==> src/rtl/cam_capture_gen.sv <==
// ---------------------------------------------------------------------------
// cam_capture_gen
//
// OV7670 pixel-capture front end. Turns the camera byte stream (two bytes
// per pixel, framed by vsync and href) into 16-bit frame-buffer writes.
// The frame size is configurable, and the pixel format is selectable at run
// time as RGB444 or RGB565. The block discards a number of complete frames
// after reset while the sensor settles. Each captured frame gets a geometry
// check, and writes outside the configured frame size are suppressed.
//
// Parameters
//   H_ACTIVE     pixels per line
//   V_ACTIVE     lines per frame
//   ADDR_W       frame-buffer address width (2**ADDR_W >= H_ACTIVE*V_ACTIVE)
//   SKIP_FRAMES  complete frames discarded after reset (0 = none)
//
// Ports
//   pclk          camera pixel clock, everything on its rising edge
//   rst_n         synchronous active-low reset
//   vsync         camera vertical sync, high during vertical blanking
//   href          camera line-valid, already synchronous to pclk
//   pix_data_in   camera data byte
//   enable        capture permission, sampled at frame start
//   mode          0 = RGB444, 1 = RGB565, latched at frame start
//   pix_addr      frame-buffer write address, valid with wr
//   pix_data_out  assembled 16-bit pixel, valid with wr
//   wr            one-cycle write strobe per accepted pixel
//   frame_done    one-cycle pulse at the end of each captured frame
//   frame_err     geometry error of the last captured frame (with frame_done)
// ---------------------------------------------------------------------------
module cam_capture_gen #(
    parameter int H_ACTIVE    = 640,
    parameter int V_ACTIVE    = 480,
    parameter int ADDR_W      = 19,
    parameter int SKIP_FRAMES = 2
) (
    input  logic              pclk,
    input  logic              rst_n,
    input  logic              vsync,
    input  logic              href,
    input  logic [7:0]        pix_data_in,
    input  logic              enable,
    input  logic              mode,
    output logic [ADDR_W-1:0] pix_addr,
    output logic [15:0]       pix_data_out,
    output logic              wr,
    output logic              frame_done,
    output logic              frame_err
);

    // The column counter needs room for one value past H_ACTIVE. That value
    // lets an over-long line stay distinguishable from an exact one, and the
    // counter saturates there.
    localparam int COL_W  = $clog2(H_ACTIVE + 2);
    localparam int LINE_W = $clog2(V_ACTIVE + 1);
    localparam int SKIP_W = (SKIP_FRAMES > 0) ? $clog2(SKIP_FRAMES + 1) : 1;

    localparam logic [COL_W-1:0]  COL_FULL  = COL_W'(H_ACTIVE);
    localparam logic [COL_W-1:0]  COL_SAT   = COL_W'(H_ACTIVE + 1);
    localparam logic [LINE_W-1:0] LINE_FULL = LINE_W'(V_ACTIVE);
    localparam logic [SKIP_W-1:0] SKIP_LAST =
        SKIP_W'((SKIP_FRAMES > 0) ? (SKIP_FRAMES - 1) : 0);

    typedef enum logic [1:0] {
        ST_SKIP,
        ST_IDLE,
        ST_CAPTURE
    } state_t;

    localparam state_t RESET_STATE = (SKIP_FRAMES == 0) ? ST_IDLE : ST_SKIP;

    // vsync / href history
    logic              v1_q;
    logic              v2_q;
    logic              h1_q;

    // control state
    state_t            state_q;
    logic [SKIP_W-1:0] skip_cnt_q;
    logic              mode_q;
    logic              phase_q;
    logic [7:0]        hi_q;
    logic [COL_W-1:0]  col_q;
    logic [LINE_W-1:0] line_q;
    logic [ADDR_W-1:0] addr_q;
    logic              err_acc_q;

    // registered outputs
    logic              wr_q;
    logic [ADDR_W-1:0] pix_addr_q;
    logic [15:0]       pix_data_q;
    logic              frame_done_q;
    logic              frame_err_q;

    // combinational helpers
    logic              start_frame;
    logic              end_frame;
    logic              line_end;
    logic              in_geom;
    logic [15:0]       pixel_d;
    logic [COL_W-1:0]  col_inc_d;
    logic [LINE_W-1:0] line_inc_d;

    // A vsync fall opens a frame and a vsync rise closes it. href and data
    // are already pclk-synchronous, so href only needs one history bit to
    // detect the end of a line.
    assign start_frame = v2_q & ~v1_q;
    assign end_frame   = ~v2_q & v1_q;
    assign line_end    = h1_q & ~href;

    // Pixel assembly uses the stored high byte and the byte now on the bus.
    // RGB444 keeps only the low nibble of the first byte.
    assign pixel_d = mode_q ? {hi_q, pix_data_in}
                            : {4'b0000, hi_q[3:0], pix_data_in};

    assign in_geom    = (col_q < COL_FULL) && (line_q < LINE_FULL);
    assign col_inc_d  = (col_q == COL_SAT) ? COL_SAT : col_q + COL_W'(1);
    assign line_inc_d = (line_q == LINE_FULL) ? LINE_FULL : line_q + LINE_W'(1);

    // The edge-detect history samples continuously, even during reset. A
    // vsync level that is held across reset therefore cannot look like a
    // fresh edge afterwards. All control state and outputs use the
    // synchronous reset. The capture FSM moves between skipping start-up
    // frames, waiting for a permitted frame start, and capturing pixels.
    always_ff @(posedge pclk) begin
        v1_q <= vsync;
        v2_q <= v1_q;
        h1_q <= href;

        if (!rst_n) begin
            state_q      <= RESET_STATE;
            skip_cnt_q   <= '0;
            mode_q       <= 1'b0;
            phase_q      <= 1'b0;
            hi_q         <= '0;
            col_q        <= '0;
            line_q       <= '0;
            addr_q       <= '0;
            err_acc_q    <= 1'b0;
            wr_q         <= 1'b0;
            pix_addr_q   <= '0;
            pix_data_q   <= '0;
            frame_done_q <= 1'b0;
            frame_err_q  <= 1'b0;
        end else begin
            wr_q         <= 1'b0;
            frame_done_q <= 1'b0;

            case (state_q)
                ST_SKIP: begin
                    if (end_frame) begin
                        skip_cnt_q <= skip_cnt_q + SKIP_W'(1);
                        if (skip_cnt_q == SKIP_LAST) begin
                            state_q <= ST_IDLE;
                        end
                    end
                end

                ST_IDLE: begin
                    if (start_frame && enable) begin
                        state_q   <= ST_CAPTURE;
                        mode_q    <= mode;
                        addr_q    <= '0;
                        col_q     <= '0;
                        line_q    <= '0;
                        phase_q   <= 1'b0;
                        err_acc_q <= 1'b0;
                    end
                end

                ST_CAPTURE: begin
                    // End of frame takes priority over a byte in the same cycle.
                    if (end_frame) begin
                        frame_done_q <= 1'b1;
                        frame_err_q  <= err_acc_q | (line_q != LINE_FULL);
                        state_q      <= ST_IDLE;
                    end else if (line_end) begin
                        // A line must be exactly H_ACTIVE whole pixels. A
                        // dangling odd byte is discarded by clearing the phase.
                        line_q  <= line_inc_d;
                        col_q   <= '0;
                        phase_q <= 1'b0;
                        if ((col_q != COL_FULL) || phase_q) begin
                            err_acc_q <= 1'b1;
                        end
                    end else if (href) begin
                        if (!phase_q) begin
                            hi_q    <= pix_data_in;
                            phase_q <= 1'b1;
                        end else begin
                            phase_q <= 1'b0;
                            col_q   <= col_inc_d;
                            // Pixels outside the frame geometry are dropped.
                            // This keeps the address inside the buffer.
                            if (in_geom) begin
                                wr_q       <= 1'b1;
                                pix_addr_q <= addr_q;
                                pix_data_q <= pixel_d;
                                addr_q     <= addr_q + ADDR_W'(1);
                            end else begin
                                err_acc_q <= 1'b1;
                            end
                        end
                    end
                end

                default: begin
                    state_q <= RESET_STATE;
                end
            endcase
        end
    end

    assign wr           = wr_q;
    assign pix_addr     = pix_addr_q;
    assign pix_data_out = pix_data_q;
    assign frame_done   = frame_done_q;
    assign frame_err    = frame_err_q;

endmodule

==> config.mk <==
export PLATFORM = sky130hd
export DESIGN_NAME = cam_capture_gen
export DESIGN_NICKNAME = d
export VERILOG_FILES = /design/src/rtl/cam_capture_gen.sv
export SDC_FILE = /design/constraint.sdc
export NUM_CORES = 1
export LEC_CHECK = 0
export ABC_AREA = 1
export CAP_MARGIN = 40
export CORE_ASPECT_RATIO = 1.5
export CORE_MARGIN = 1.5
export CORE_UTILIZATION = 23
export CTS_CLUSTER_SIZE = 12
export DETAILED_ROUTE_END_ITERATION = 6
export PLACE_DENSITY = 0.47
export SLEW_MARGIN = 20
export SYNTH_ARGS = -nofsm -noshare
export SYNTH_HDL_FRONTEND = slang
export SYNTH_SLANG_ARGS = --single-unit
==> constraint.sdc <==
create_clock -name pclk -period 1.78 [get_ports pclk]
set_input_delay 0.356 -clock pclk [delete_from_list [all_inputs] [get_ports pclk]]
set_output_delay 0.356 -clock pclk [all_outputs]
set_load 0.02 [all_outputs]
==> summary.md <==
| Metric | Value |
|---|---|
| Final hold vios | `0` |
| Clk pwr share | `between 40% and 50%` |
| PD cells | `a little under 800 mW/mm^2` |
| Die W | `114 um` |
| CTS clock-pin slew for the worst setup and hold paths | `around 0.070 ns` |
| Maximum vdd drop | `377 uV` |
| Total CTS buffers | `9` |
| Fin crit share | `94.5%` |
| Worst-margin pin slew | `around 0.56 ns` |
| Worst Reg-to-Reg Cells | `7` |
| Kind of start point of the critical path | `flop` |
| Register-to-Register Setup Slack | `between 0.2 and 0.25 ns` |
| Design area | `0.00547 mm^2` |
| Worst Hold Path EP | `v2_q$_DFF_P_` |
| Area after DPL | `~0.0052 mm^2` |
| Gate Count Post-Synth | `585` |
| Initial drt markers | `approximately 160` |
| Die Height | `between 150 and 200 um` |
| Hold Crit Depth | `0` |
| HP Class | `flop to flop` |
| Setup Crit Path Kind | `flop to output pin` |
| Fin Setup TNS | `0 ns` |
| Core Region | `about 0.018 mm^2` |
| WP data arrival | `about 1.3 ns` |
| Reg2reg end | `addr_q[13]$_SDFFE_PN0P_` |
| Setup Viol. Count Final | `0` |
| Sw Pwr | `roughly 910 uW` |
| Leak pwr | `~2 nW` |
| Total grt overflow | `0` |
| Clk_skew | `0.00710 ns` |
| ANT cells | `0` |
| Global-route usage over all layers | `12.5%` |
| CTS sink cnt | `94` |
| Top cell family by delay on the critical path | `buffers and inverters` |
| Share of layout cells above drive strength 1 | `8.87%` |
| Slew margin rel. | `between 60 and 70%` |
| Levels on crit path | `1` |
| Row count | `60` |
| First-pass GRT wire length | `between 15000 and 20000 um` |
| Drt first pass iters | `4` |
| Cell Chain, Critical Path | `clkdlybuf4s50_1` |
| FMAX | `594 MHz` |
| Wire length per cell | `between 10 and 15 um` |
| Hold wc startpoint | `v1_q$_DFF_P_` |
| Commonest cells post-synth | `118 x nand2_1, 94 x dfxtp_1, 77 x nor2_1, 60 x a21oi_1, 53 x inv_1` |
| H-Tree Depth | `3` |
| WP buf/inv | `1` |
| Pint | `3.30 mW` |
| Pins Over Slew Limit | `0` |
| MaxCap Viol Count | `0` |
| EDFF count, synth | `0` |
| Area leader, netlist | `dfxtp_1` |
| CTS Buffer Depth | `2` |
| Initial Utilization | `a little under a quarter` |
| Critical path fanouts, max | `2` |
| DRT antenna net count | `0` |
| Predominant post-synthesis flop cell | `dfxtp_1` |
| Vias per Instance | `between 4 and 5` |
| Syn. warnings | `0` |
| FF-to-FF Start | `addr_q[0]$_SDFFE_PN0P_` |
| Vias in the first global route | `roughly 3900` |
| Post-synthesis sequential area ratio | `44.3%` |
| Avg Cell Area, Syn | `slightly above 7 um^2` |
| Status | `complete, no violations` |
| Post-Syn Area | `approximately 0.0043 mm^2` |
| Layout area overhead | `28.6%` |
| RSZ-0062 raised after global routing | `no` |
| Die area | `between 0.015 and 0.02 mm^2` |
| Initial antenna violation count | `0` |
| Worst EP required | `~1.4 ns` |
| # nets final | `670` |
| Total wire length | `about 11000 um` |
| Area contributors post-synth | `dfxtp_1 44%, nand2_1 10%, a21oi_1 7.1%, nor2_1 6.8%, inv_1 4.7%` |
| Comb pwr share | `3.2%` |
| Setup crit end kind | `output pin` |
| Top-count cell post-synth | `nand2_1` |
| Post-CTS setup buffers | `0` |
| DRC errors left | `0` |
| Syn_nets | `a little over 600` |
| # IOs | `52` |
| Via count | `a little under 4000` |
| Reg power frac | `between 50% and 60%` |
| Largest net degree at the start of global routing | `between 50 and 60` |
| Synth cell types | `36` |
| CTS tree | `built` |
| Crit path launch | `pix_addr[1]$_SDFFE_PN0P_` |
| Period minus WS final | `1.68 ns` |
| Routability cong. | `0.840` |
| Synth Register Bits | `94` |
| Post-synth top area share | `between 40% and 50%` |
| Crit-path slowest cell | `clkdlybuf4s50_1` |
| Cts hold-fix bufs | `0` |
| FFs w/ async S/R, synth | `0%` |
| Post-detail-place hpwl | `between 8000 and 9000 um` |
| Port bufs | `51` |
| Crit path largest cell delay | `between 0.6 and 0.7 ns` |
| Sw Share | `between 20% and 30%` |
| Clk_lat worst skew | `0.34 ns` |
| Root Buffer | `clkbuf_16` |
[kinds of logic (layout without fill, tap and decap cells)]
group                      Yosys count  count (layout)  synth area share [%]
adders and majority gates            7               7                  2.06
and+or+nand+nor                    280             280                  30.0
buffers and inverters               77             146                  7.62
DFF                                 94              94                  44.3
AOI/OAI and AO/OA                  123             123                  15.2
xor gates and xnor gates             4               4                 0.824
[layout by cell type, fill, tap and decap left out, types with 2 or more instances in the layout]
master           netlist  routed
nand3b_1               3       3
clkbuf_16              0       9
dfxtp_1               94      94
nand3_1               39      39
inv_2                  4       3
inv_4                  3       3
nor2_4                 4       4
o21ai_2                2       2
a21oi_1               60      60
nand2_4                2       2
buf_4                  4      13
nor2_1                77      77
xnor2_1                3       3
clkdlybuf4s50_1        0      51
inv_1                 53      53
nand2_2                3       3
nand4_1               12      12
o21bai_1               4       4
o21ai_0               31      31
nor2_8                 2       2
buf_12                 0       6
nand2_1              118     118
nor3b_1                2       2
o21ai_1               24      24
nand3_2                2       2
ha_1                   7       7
nor3_1                11      11
clkinv_2               0       2
[per-layer routing]
metal  up-vias  track usage [%]  routed length [um]
met2        54             23.0                6160
met1      1818             13.3                4580
li1       2050                -                   -
met5         -                0                   0
met3        22             2.29                 336
met4         0             6.47                 407
[layout make-up]
cell class	count	area, um^2
flip-flops and latches	94	1880
clock inverters	5	57.6
repair buffers	70	728
fillers	1957	12500
inverters	60	240
well taps	217	272
clock buffers	11	243
multi-input cells	414	2050
[sequential cells by signal, indices dropped and copies added (netlist names), 2 cells and up]
signal / count
addr_q: 19
pix_addr: 19
pix_data_out: 16
col_q: 10
line_q: 9
hi_q: 8
skip_cnt_q: 2
state_q: 2
[how the worst max path moves through the flow]
stage	endpoint
finish	pix_addr[1]
global placement	addr_q[14]$_SDFFE_PN0P_
global route	line_q[3]$_SDFFE_PN0P_
detailed placement	col_q[5]$_SDFFE_PN0P_
floorplan	addr_q[8]$_SDFFE_PN0P_
CTS	pix_addr[6]
[power groups by stage]
stage	sequential [mW]	clock (mW)	combinational, mW
after floorplan	2.16	0	0.0615
after global placement	2.17	0	0.136
after detailed placement	2.17	0	0.139
after CTS	2.12	2.03	0.139
after global routing	2.12	2.12	0.149
final	2.12	1.96	0.136
[metrics by stage]
step                      util (%)  hold WS [ns]  power (mW)  setup slack [ns]  instances
after detailed placement      28.6         0.351        2.31            -0.153        855
final                         30.3         0.362        4.21            0.0974        871
after CTS                     30.3         0.365        4.29            0.0627        871
after global routing          30.3         0.371        4.38            0.0274        871
after global placement        28.6         0.348        2.30            -0.126        855
after floorplan                  -         0.331        2.23             0.409        585
[repair_timing]
action | CTS | global route
gates resized for setup | 0 | 3
endpoints found under the hold margin | 0 | 0
endpoints found under the setup margin | 0 | 4
No activity file was read; power rests on OpenSTA's default activity.
